**config.mk**
```make
export PLATFORM = sky130hd
export DESIGN_NAME = alu_sequencer
export DESIGN_NICKNAME = d
export VERILOG_FILES = /design/src/rtl/alu_sequencer_pkg.sv /design/src/rtl/alu_sequencer_alu.sv /design/src/rtl/alu_sequencer.sv
export SDC_FILE = /design/constraint.sdc
export NUM_CORES = 1
export LEC_CHECK = 0
export CORE_AREA = 2 2 99 101
export CTS_CLUSTER_SIZE = 40
export DETAILED_ROUTE_END_ITERATION = 8
export DIE_AREA = 0 0 101 103
export HOLD_SLACK_MARGIN = 0.1
export PLACE_DENSITY_LB_ADDON = 0.15
export SLEW_MARGIN = 20
export SYNTH_ARGS = -nofsm -noshare
export SYNTH_HDL_FRONTEND = slang
export SYNTH_SLANG_ARGS = --single-unit
```
**constraint.sdc**
```tcl
create_clock -name i_clk -period 4.45 [get_ports i_clk]
set_input_delay 0.89 -clock i_clk [delete_from_list [all_inputs] [get_ports i_clk]]
set_output_delay 0.89 -clock i_clk [all_outputs]
set_load 0.03 [all_outputs]
```
**src/rtl/alu_sequencer_pkg.sv**
```systemverilog
// rtl/alu_sequencer_pkg.sv - shared types for the nibble ALU sequencer
package alu_sequencer_pkg;

  localparam int NIBBLE_W = 4;
  localparam logic [NIBBLE_W:0] BCD_MAX = 5'd9;
  localparam logic [NIBBLE_W:0] BCD_ADJ5 = 5'd6;
  localparam logic [NIBBLE_W-1:0] BCD_ADJ4 = 4'd6;

  typedef enum logic [2:0] {
    ALU_ADD = 3'd0,
    ALU_SUB = 3'd1,
    ALU_AND = 3'd2,
    ALU_OR  = 3'd3,
    ALU_XOR = 3'd4,
    ALU_NOT = 3'd5,
    ALU_RRC = 3'd6,
    ALU_RLC = 3'd7
  } alu_op;

  typedef enum logic [2:0] {
    SEQ_IDLE   = 3'd0,
    SEQ_READ_A = 3'd1,
    SEQ_READ_B = 3'd2,
    SEQ_EXEC   = 3'd3,
    SEQ_WRITE  = 3'd4,
    SEQ_DONE   = 3'd5
  } seq_state;

  // Unary ops only consume operand A, so the B fetch is skipped.
  function automatic logic is_unary(alu_op op);
    return (op == ALU_NOT) || (op == ALU_RRC) || (op == ALU_RLC);
  endfunction

endpackage

```
**src/rtl/alu_sequencer_alu.sv**
```systemverilog
// rtl/alu_sequencer_alu.sv - combinational 4-bit ALU with BCD adjust
module alu_sequencer_alu
  import alu_sequencer_pkg::*;
(
  input  alu_op       i_op,
  input  logic [3:0]  i_a,
  input  logic [3:0]  i_b,
  input  logic        i_carry,
  input  logic        i_use_carry,
  input  logic        i_decimal,
  output logic [3:0]  o_result,
  output logic        o_carry,
  output logic        o_zero
);

  logic       w_cin;
  logic [4:0] w_sum;
  logic [4:0] w_diff;
  logic [4:0] w_sum_adj;

  // Carry participates in arithmetic only when requested; SUB carry means borrow.
  assign w_cin     = i_carry & i_use_carry;
  assign w_sum     = {1'b0, i_a} + {1'b0, i_b} + {4'b0, w_cin};
  assign w_diff    = {1'b0, i_a} - {1'b0, i_b} - {4'b0, w_cin};
  assign w_sum_adj = w_sum + BCD_ADJ5;

  // Result and carry per operation; logic ops pass the incoming carry through.
  always_comb begin
    o_result = 4'd0;
    o_carry  = i_carry;
    case (i_op)
      ALU_ADD: begin
        if (i_decimal && (w_sum > BCD_MAX)) begin
          o_result = w_sum_adj[3:0];
          o_carry  = 1'b1;
        end else begin
          o_result = w_sum[3:0];
          o_carry  = w_sum[4];
        end
      end
      ALU_SUB: begin
        o_carry  = w_diff[4];
        o_result = (i_decimal && w_diff[4]) ? (w_diff[3:0] - BCD_ADJ4) : w_diff[3:0];
      end
      ALU_AND: o_result = i_a & i_b;
      ALU_OR:  o_result = i_a | i_b;
      ALU_XOR: o_result = i_a ^ i_b;
      ALU_NOT: o_result = ~i_a;
      ALU_RRC: begin
        o_result = {i_carry, i_a[3:1]};
        o_carry  = i_a[0];
      end
      ALU_RLC: begin
        o_result = {i_a[2:0], i_carry};
        o_carry  = i_a[3];
      end
      default: o_result = 4'd0;
    endcase
  end

  assign o_zero = (o_result == 4'd0);

endmodule

```
**src/rtl/alu_sequencer.sv**
```systemverilog
// rtl/alu_sequencer.sv - multi-cycle memory-operand ALU sequencer
module alu_sequencer
  import alu_sequencer_pkg::*;
#(
  parameter int ADDR_WIDTH = 12,
  parameter int LEN_WIDTH  = 3
) (
  input  logic                  i_clk,
  input  logic                  i_reset,
  input  logic                  i_req_valid,
  output logic                  o_req_ready,
  input  alu_op                 i_req_op,
  input  logic                  i_req_use_carry,
  input  logic [ADDR_WIDTH-1:0] i_req_addr_a,
  input  logic [ADDR_WIDTH-1:0] i_req_addr_b,
  input  logic                  i_req_b_imm,
  input  logic [3:0]            i_req_imm,
  input  logic [LEN_WIDTH-1:0]  i_req_len,
  input  logic                  i_req_writeback,
  input  logic                  i_flag_carry_in,
  input  logic                  i_flag_decimal_in,
  output logic [ADDR_WIDTH-1:0] o_mem_addr,
  output logic                  o_mem_rd,
  input  logic [3:0]            i_mem_rdata,
  output logic                  o_mem_wr,
  output logic [3:0]            o_mem_wdata,
  output logic                  o_flag_carry,
  output logic                  o_flag_zero,
  output logic                  o_done
);

  localparam logic [ADDR_WIDTH-1:0] ADDR_ONE = 1;
  localparam logic [LEN_WIDTH-1:0]  LEN_ONE  = 1;

  seq_state              r_state;
  alu_op                 r_op;
  logic                  r_use_carry;
  logic [ADDR_WIDTH-1:0] r_addr_a;
  logic [ADDR_WIDTH-1:0] r_addr_b;
  logic                  r_b_imm;
  logic [3:0]            r_imm;
  logic [LEN_WIDTH-1:0]  r_count;
  logic                  r_writeback;
  logic                  r_decimal;
  logic                  r_carry_acc;
  logic                  r_zero_acc;
  logic                  r_first;
  logic [3:0]            r_temp_a;
  logic [3:0]            r_result;
  logic                  r_req_ready;
  logic [ADDR_WIDTH-1:0] r_mem_addr;
  logic                  r_mem_rd;
  logic                  r_mem_wr;
  logic [3:0]            r_mem_wdata;
  logic                  r_flag_carry;
  logic                  r_flag_zero;
  logic                  r_done;

  logic                  w_skip_b;
  logic [3:0]            w_temp_a;
  logic [3:0]            w_temp_b;
  logic                  w_alu_use_carry;
  logic [3:0]            w_alu_result;
  logic                  w_alu_carry;
  logic                  w_alu_zero;

  // When B is not fetched from memory, operand A arrives on rdata in EXEC.
  assign w_skip_b        = r_b_imm | is_unary(r_op);
  assign w_temp_a        = w_skip_b ? i_mem_rdata : r_temp_a;
  assign w_temp_b        = r_b_imm ? r_imm : i_mem_rdata;
  assign w_alu_use_carry = r_first ? r_use_carry : 1'b1;

  alu_sequencer_alu u_alu (
    .i_op        (r_op),
    .i_a         (w_temp_a),
    .i_b         (w_temp_b),
    .i_carry     (r_carry_acc),
    .i_use_carry (w_alu_use_carry),
    .i_decimal   (r_decimal),
    .o_result    (w_alu_result),
    .o_carry     (w_alu_carry),
    .o_zero      (w_alu_zero)
  );

  // Sequencer FSM; memory strobes are registered so they line up with the state they belong to.
  always_ff @(posedge i_clk or posedge i_reset) begin
    if (i_reset) begin
      r_state      <= SEQ_IDLE;
      r_op         <= ALU_ADD;
      r_use_carry  <= 1'b0;
      r_addr_a     <= '0;
      r_addr_b     <= '0;
      r_b_imm      <= 1'b0;
      r_imm        <= 4'd0;
      r_count      <= '0;
      r_writeback  <= 1'b0;
      r_decimal    <= 1'b0;
      r_carry_acc  <= 1'b0;
      r_zero_acc   <= 1'b0;
      r_first      <= 1'b0;
      r_temp_a     <= 4'd0;
      r_result     <= 4'd0;
      r_req_ready  <= 1'b1;
      r_mem_addr   <= '0;
      r_mem_rd     <= 1'b0;
      r_mem_wr     <= 1'b0;
      r_mem_wdata  <= 4'd0;
      r_flag_carry <= 1'b0;
      r_flag_zero  <= 1'b0;
      r_done       <= 1'b0;
    end else begin
      case (r_state)
        SEQ_IDLE: begin
          if (i_req_valid && r_req_ready) begin
            r_op        <= i_req_op;
            r_use_carry <= i_req_use_carry;
            r_addr_a    <= i_req_addr_a;
            r_addr_b    <= i_req_addr_b;
            r_b_imm     <= i_req_b_imm;
            r_imm       <= i_req_imm;
            r_count     <= i_req_len;
            r_writeback <= i_req_writeback;
            r_decimal   <= i_flag_decimal_in;
            r_carry_acc <= i_flag_carry_in;
            r_zero_acc  <= 1'b1;
            r_first     <= 1'b1;
            r_req_ready <= 1'b0;
            r_mem_addr  <= i_req_addr_a;
            r_mem_rd    <= 1'b1;
            r_state     <= SEQ_READ_A;
          end
        end
        SEQ_READ_A: begin
          if (w_skip_b) begin
            r_mem_rd <= 1'b0;
            r_state  <= SEQ_EXEC;
          end else begin
            r_mem_addr <= r_addr_b;
            r_mem_rd   <= 1'b1;
            r_state    <= SEQ_READ_B;
          end
        end
        SEQ_READ_B: begin
          r_temp_a <= i_mem_rdata;
          r_mem_rd <= 1'b0;
          r_state  <= SEQ_EXEC;
        end
        SEQ_EXEC: begin
          r_result    <= w_alu_result;
          r_carry_acc <= w_alu_carry;
          r_zero_acc  <= r_zero_acc & w_alu_zero;
          r_first     <= 1'b0;
          if (r_writeback) begin
            r_mem_addr  <= r_addr_a;
            r_mem_wr    <= 1'b1;
            r_mem_wdata <= w_alu_result;
          end
          r_state <= SEQ_WRITE;
        end
        SEQ_WRITE: begin
          r_mem_wr <= 1'b0;
          if (r_count != '0) begin
            r_addr_a   <= r_addr_a + ADDR_ONE;
            r_addr_b   <= r_addr_b + ADDR_ONE;
            r_count    <= r_count - LEN_ONE;
            r_mem_addr <= r_addr_a + ADDR_ONE;
            r_mem_rd   <= 1'b1;
            r_state    <= SEQ_READ_A;
          end else begin
            r_done       <= 1'b1;
            r_flag_carry <= r_carry_acc;
            r_flag_zero  <= r_zero_acc;
            r_state      <= SEQ_DONE;
          end
        end
        SEQ_DONE: begin
          r_done      <= 1'b0;
          r_req_ready <= 1'b1;
          r_state     <= SEQ_IDLE;
        end
        default: r_state <= SEQ_IDLE;
      endcase
    end
  end

  assign o_req_ready  = r_req_ready;
  assign o_mem_addr   = r_mem_addr;
  assign o_mem_rd     = r_mem_rd;
  assign o_mem_wr     = r_mem_wr;
  assign o_mem_wdata  = r_mem_wdata;
  assign o_flag_carry = r_flag_carry;
  assign o_flag_zero  = r_flag_zero;
  assign o_done       = r_done;

endmodule

```
# Word level (Yosys, flattened, before mapping)

Index checks and enable logic that the tools add are counted.

Logic and storage cells: 123
Bits in registers: 70

$add $sub $neg: 9
Magnitude comparators: 1
Bitwise gates (word level): 8
Reduce and logical (&&, ||, !) cells: 27
Mux-type cells: 38
Equal/unequal tests: 18

Operators with widths:

| kind                    | count |
|---|---|
| $mux W12                | 6 |
| $pmux W12 S2            | 2 |
| $pmux W12 S4            | 1 |
| $pmux W4 S8             | 1 |
| $add A12 B1 Y12 const B | 2 |
| $eq A3 B3 Y1 const B    | 6 |
| $mux W4                 | 4 |
| $pmux W3 S5             | 1 |
| $reduce_and A2 Y1       | 7 |
| $eq A3 B2 Y1 const B    | 4 |
| $mux W3                 | 4 |
| $pmux W1 S2             | 6 |
| $mux W1                 | 10 |
| $ne A2 B2 Y1 const B    | 5 |
| $reduce_bool A2 Y1      | 5 |
| $reduce_and A3 Y1       | 3 |
| $pmux W1 S4             | 2 |
| $reduce_bool A4 Y1      | 2 |
| $eq A3 B1 Y1 const B    | 2 |
| $logic_not A3 Y1        | 2 |
| $pmux W3 S2             | 1 |
| $add A4 B4 Y5           | 1 |
| $add A5 B1 Y5           | 1 |
| $gt A5 B4 Y1 const B    | 1 |
| other kinds (18)        | 22 |

# Longest topological paths before layout

Gate-level depths: netlist of run 1.

Depth after elaboration: 14
Depth in mapped cells: 17

# Modules after synthesis

Synthesis of run 1 repeated with hierarchy kept, for this count alone.

Cell total of the unflattened synthesis: 581
Area total of the unflattened synthesis: 4902.2 um2

Modules (own cells, without submodules):

| module            | area an instance (um2) | seq. area each (um2) | times used | cells each |
|---|---|---|---|---|
| alu_sequencer     | 3927.5                 | 1752.9               | 1          | 454 |
| alu_sequencer_alu | 974.7                  | 0.0                  | 1          | 127 |

# Worst setup path before layout of run 1

OpenSTA, ideal clock, no wires.

Kind: reg-to-reg
From: register r_op[0]
To: register r_zero_acc
Data required time: 4.355 ns
Arrival time: 3.609 ns
Path slack: 0.746 ns
Setup time: 0.095 ns
Cell stages (with the launch flop): 18
Buffers on the path: 1
Period minus slack after synthesis: 3.704 ns
Cells stage by stage: dfrtp_1 > buf_6 > o21a_4 > nor2_2 > mux2i_1 > inv_1 > fa_1 > inv_1 > fa_1 > xor2_1 > ha_1 > or4b_1 > a21oi_1 > a221oi_1 > xor2_1 > a221oi_2 > o221ai_1 > o31ai_1

Word-level cells in the longest chain between the ends: 14
Elaborated cells on any way between the ends: 31
Those cells by class: 6 x add/sub; 1 x order compare; 7 x eq/ne; 5 x mux; 6 x bitwise; 6 x reduce/logical

Ends and longest elaborated chain:

| what                             | RTL line                                         | text |
|---|---|---|
| from (decl)                      | alu_sequencer.sv:36                              | `alu_op r_op;` |
| from (signal assigned)           | alu_sequencer.sv:115                             | `r_op <= i_req_op;` |
| $eq A3 B3 Y1                     | alu_sequencer_pkg.sv:31, alu_sequencer_alu.sv:31 |  |
| $logic_or A1 B1 Y1 (2 in series) | alu_sequencer_pkg.sv:31                          | `return (op == ALU_NOT) \|\| (op == ALU_RRC) \|\| (op == ALU_RLC);` |
| $or A1 B1 Y1                     | alu_sequencer.sv:68                              | `assign w_skip_b = r_b_imm \| is_unary(r_op);` |
| $mux W4                          | alu_sequencer.sv:69                              | `assign w_temp_a = w_skip_b ? i_mem_rdata : r_temp_a;` |
| $add A4 B4 Y5                    | alu_sequencer_alu.sv:23                          | `assign w_sum = {1'b0, i_a} + {1'b0, i_b} + {4'b0, w_cin};` |
| $add A5 B1 Y5                    | alu_sequencer_alu.sv:23                          |  |
| $gt A5 B4 Y1                     | alu_sequencer_alu.sv:33                          | `if (i_decimal && (w_sum > BCD_MAX)) begin` |
| $logic_and A1 B1 Y1              | alu_sequencer_alu.sv:33                          |  |
| $mux W4                          | alu_sequencer_alu.sv:33                          |  |
| $pmux W4 S8 *                    | alu_sequencer_alu.sv:31                          | `case (i_op)` |
| $logic_not A4 Y1 *               | alu_sequencer_alu.sv:61                          | `assign o_zero = (o_result == 4'd0);` |
| $and A1 B1 Y1 *                  | alu_sequencer.sv:151                             | `r_zero_acc <= r_zero_acc & w_alu_zero;` |
| $pmux W1 S2 *                    | alu_sequencer.sv:112                             | `case (r_state)` |
| to (signal assigned)             | alu_sequencer.sv:151                             |  |
| to (decl)                        | alu_sequencer.sv:46                              | `logic r_zero_acc;` |

Mark *: on every way between the ends. The rest lies on a longest branch, timed or not.
A chain may end at the register's enable or synchronous reset.

# Final worst setup path of run 1

From: input i_mem_rdata[1]
To: register r_zero_acc

Word-level cells in the longest chain between the ends: 10
Elaborated cells on any way between the ends: 21
Those cells by class: 6 x add/sub; 1 x order compare; 6 x mux; 5 x bitwise; 3 x reduce/logical

Ends and longest elaborated chain:

| what                       | RTL line                                 | text |
|---|---|---|
| from (decl)                | alu_sequencer.sv:24                      | `input logic [3:0] i_mem_rdata,` |
| $mux W4 (on tied branches) | alu_sequencer.sv:69, alu_sequencer.sv:70 |  |
| $add A4 B4 Y5              | alu_sequencer_alu.sv:23                  |  |
| $add A5 B1 Y5              | alu_sequencer_alu.sv:23                  |  |
| $gt A5 B4 Y1               | alu_sequencer_alu.sv:33                  |  |
| $logic_and A1 B1 Y1        | alu_sequencer_alu.sv:33                  |  |
| $mux W4                    | alu_sequencer_alu.sv:33                  |  |
| $pmux W4 S8 *              | alu_sequencer_alu.sv:31                  |  |
| $logic_not A4 Y1 *         | alu_sequencer_alu.sv:61                  |  |
| $and A1 B1 Y1 *            | alu_sequencer.sv:151                     |  |
| $pmux W1 S2 *              | alu_sequencer.sv:112                     |  |

Marks and branches as above.

==> flow_summary_export.csv, run 1 <==
group,metric,value,unit
floorplan,rows,36,
floorplan,start_util,0.5187,
clock_tree,numCtsBuffers,9,
floorplan,die_y,103,um
placement,hpwl,9699,um
clock_tree,cts_setup_buffers,0,
critical_path,path_buf_inv,2,
timing,post-route-min-period,4.081,ns
clock_tree,path_clk_slew,0.08,ns
timing,timing.final.crit_share,0.9170,
critical_path,worstPathArrival,4.34,ns
synthesis,synth_edf_count,0,
clock_tree,cts_tree,"built",
floorplan,core_area,0.009459,mm^2
job,drv_cap,0,
placement,gp_congestion,0.9104,
finish,drive_gt1_frac,0.1075,
finish,diodes,0,
timing,timing.fmax,245.1,MHz
synthesis,syn_area,0.004906,mm^2
timing,finalSetupViolations,0,
timing,hold_ws,0.4883,ns
placement,placed_area,0.005719,mm^2
route,wl_met2,6084,um
timing,timing_max_transition_violations_final,0,
timing,skew,0.01483,ns
clock_tree,cts.sinks,70,
synthesis,ys_async_sr_fraction,1.000,
clock_tree,worstSkewPairLatency,0.35,ns
synthesis,synth_cells,586,
global_route,first_global_vias,4345,
finish,area_delta_synth_final,21.04,%
clock_tree,postCtsHoldBufs,0,
route,wl_met1,6017,um
synthesis,ys_seq_area_frac,0.3573,
timing,maxSlewHeadroom,0.4295,
route,ant_nets,0,
synthesis,postSynthAreaPerCell,8.372,um^2
status,outcome,"finished, final reports clean",
placement,port_buffers,67,
finish,stdcell_area,0.005938,mm^2
synthesis,yosys.area.top_type,"dfrtp_1",
critical_path,critPathTopFamily,"compound AO/OA/AOI/OAI gates",
timing,fin_setup_tns,0,ns
timing,worst_slew_pin_slew,0.8545,ns
power,power.total,5.115,mW
floorplan,die_w,101,um
clock_tree,htreeDepth,3,
clock_tree,cts_buffer_depth,2,
timing,hold_viol_final,0,
clock_tree,cts_resized,0,
finish,n_fill_cell,840,
critical_path,start_kind,"input port",
critical_path,end_kind,"flip-flop",
route,drtPass1Iterations,5,
critical_path,crit_type,"input port to flip-flop",
synthesis,ys.flop_type,"dfrtp_1",
floorplan,die-area,0.01040,mm^2
global_route,grt_antenna_before_repair,0,
global_route,grt_max_degree,39,
critical_path,required,4.71,ns
clock_tree,cts_root_buffer,"clkbuf_8",
synthesis,synth-seq-cells,70,
synthesis,yosysWarnings,0,
finish,fin_nets,714,
route,wl_met3,952,um
critical_path,crit_chain,"clkdlybuf4s50_1 -> o211ai_1 -> o211ai_1 -> inv_1 -> fa_1 -> xor2_1 -> ha_1 -> or4b_1 -> a21oi_1 -> a221oi_1 -> xor2_1 -> a221oi_2 -> o221ai_1 -> o31ai_1",
synthesis,synth.distinct_cells,66,
route,wirelength,13250,um
route,vias,4674,
placement,preCtsSetupSlack,0.06612,ns
critical_path,worstPathMaxFanout,6,
power,ir_worst_vdd,0.4886,mV
route,viasPerCell,6.110,
global_route,overflow,0,
synthesis,syn-num-nets,654,
route,drc,0,
critical_path,critPathMaxStageDelay,0.61,ns
critical_path,critPathSlowestCell,"clkdlybuf4s50_1",
power,p_per_area,861.4,mW/mm^2
floorplan,io_pins,68,
route,avgRoutedWirePerCell,17.32,um
global_route,grtUsageTotal,0.2632,
synthesis,synth_top_area_share,0.3520,
timing,setup_slack,0.3695,ns
global_route,grt_pass1_wl,21620,um
timing,rsz0062_at_grt,"false",
synthesis,synth_area_leaders,"dfrtp_1 (35%), a21oi_1 (7.0%), ha_1 (4.8%)",
hold_path,holdCritPathClass,"flip-flop to flip-flop",
route,top_layer,"met4",
power,p_leak,2.518,nW
route,dr.first_iter.drc_count,328,
==> placed cells by master (no fill, tap or decap), types with 3 or more instances in the layout <==
| cell | instances |
|---|---|
| nor2_2 | 3 |
| a211oi_1 | 3 |
| inv_1 | 30 |
| a31oi_1 | 11 |
| o31ai_1 | 4 |
| nor2_1 | 62 |
| o22ai_1 | 9 |
| nand2b_1 | 9 |
| nor3b_1 | 3 |
| or3_1 | 3 |
| or2_2 | 4 |
| clkbuf_8 | 12 |
| mux2i_1 | 20 |
| and2_1 | 3 |
| nor3_1 | 8 |
| a21oi_1 | 69 |
| a22oi_1 | 3 |
| nor2b_1 | 7 |
| ha_1 | 19 |
| mux2_2 | 18 |
| o21ai_0 | 42 |
| fa_1 | 3 |
| xnor2_1 | 7 |
| o211ai_1 | 3 |
| dfrtp_1 | 69 |
| nand2_1 | 55 |
| a221oi_1 | 9 |
| and3_1 | 6 |
| nand3_1 | 18 |
| a21o_1 | 3 |
| buf_4 | 16 |
| clkdlybuf4s50_1 | 67 |
| o32ai_1 | 3 |
| xor2_1 | 5 |
==> where the power goes <==
| group | switching (mW) | internal, mW |
|---|---|---|
| clock | 0.257 | 0.306 |
| combinational | 1.87 | 1.40 |
| sequential | 0.343 | 0.942 |
==> final timing paths <==
path	startpoint	end	slack [ns]	cells past startpoint
worst max-delay path	i_mem_rdata[1]	r_zero_acc$_DFFE_PP0P_	0.37	14
worst min-delay path	r_first$_DFFE_PP0P_	r_first$_DFFE_PP0P_	0.49	1
worst max register to register	r_b_imm$_DFFE_PP0P_	r_zero_acc$_DFFE_PP0P_	0.58	15
worst min register to register	r_first$_DFFE_PP0P_	r_first$_DFFE_PP0P_	0.49	1
max in group asynchronous	i_reset	r_count[1]$_DFFE_PP0P_	2.77	3
min in group asynchronous	i_reset	r_addr_a[9]$_DFFE_PP0P_	1.03	2
==> per-stage QoR <==
step / util / cells
2_1_floorplan: - / 586
3_3_place_gp: 0.6046 / 749
3_5_place_dp: 0.6046 / 749
4_1_cts: 0.6278 / 765
5_1_grt: 0.6278 / 765
6_report: 0.6278 / 765
==> sequential cells by signal, indices dropped and copies added (netlist names), 3 cells and up <==
| register | flops |
|---|---|
| o_mem_addr | 12 |
| r_addr_a | 12 |
| r_addr_b | 12 |
| o_mem_wdata | 4 |
| r_imm | 4 |
| r_temp_a | 4 |
| r_count | 3 |
| r_op | 3 |
| r_state | 3 |
==> routing by layer <==
layer / vias up / track usage
met3: 18 / 0.05288
li1: 2216 / -
met1: 2255 / 0.3771
met4: 0 / 0.06757
met5: - / 0
met2: 185 / 0.4108
==> area by class of cell <==
type                       instances  area (um^2)  share of cell area
multi-input combinational        449         2893              0.4871
sequential                        70         1753              0.2952
timing repair buffer              84        810.8              0.1365
clock buffer                      12        165.2             0.02781
tap                              114        142.6             0.02402
inverter                          32        120.1             0.02023
clock inverter                     4        53.80            0.009060
==> cell usage after synthesis (5+ instances only) <==
library cell	instances
a221oi_1	9
buf_2	7
o21ai_0	42
xor2_1	5
mux2i_1	20
inv_1	31
and3_1	6
o22ai_1	9
a31oi_1	11
nor3_1	9
ha_1	19
mux2_2	18
nand2b_1	9
nand2_1	55
xnor2_1	7
a21oi_1	69
dfrtp_1	69
nand3_1	18
nor2_1	63
nor2b_1	7
clkbuf_1	25
==> kinds of logic (layout without fill, tap and decap cells) <==
logic type | count (synthesis) | count (layout) | share of synthesized area
multiplexers | 39 | 39 | 0.08671
AO/OA/AOI/OAI | 182 | 182 | 0.2318
flip-flops | 70 | 70 | 0.3573
AND/OR/NAND/NOR | 193 | 193 | 0.1841
buffers and inverters | 67 | 132 | 0.05458
XOR/XNOR | 13 | 13 | 0.02474
adder cells (fa/ha/maj) | 22 | 22 | 0.06070
Note: power is estimated with default switching activity, not from simulation.
==> run 2, diff against run 1 <==
SKIP_CTS_REPAIR_TIMING = 1   (was unset)
==> results of run 2 <==
The final DEF is identical to that of run 1; final timing and power are the same.
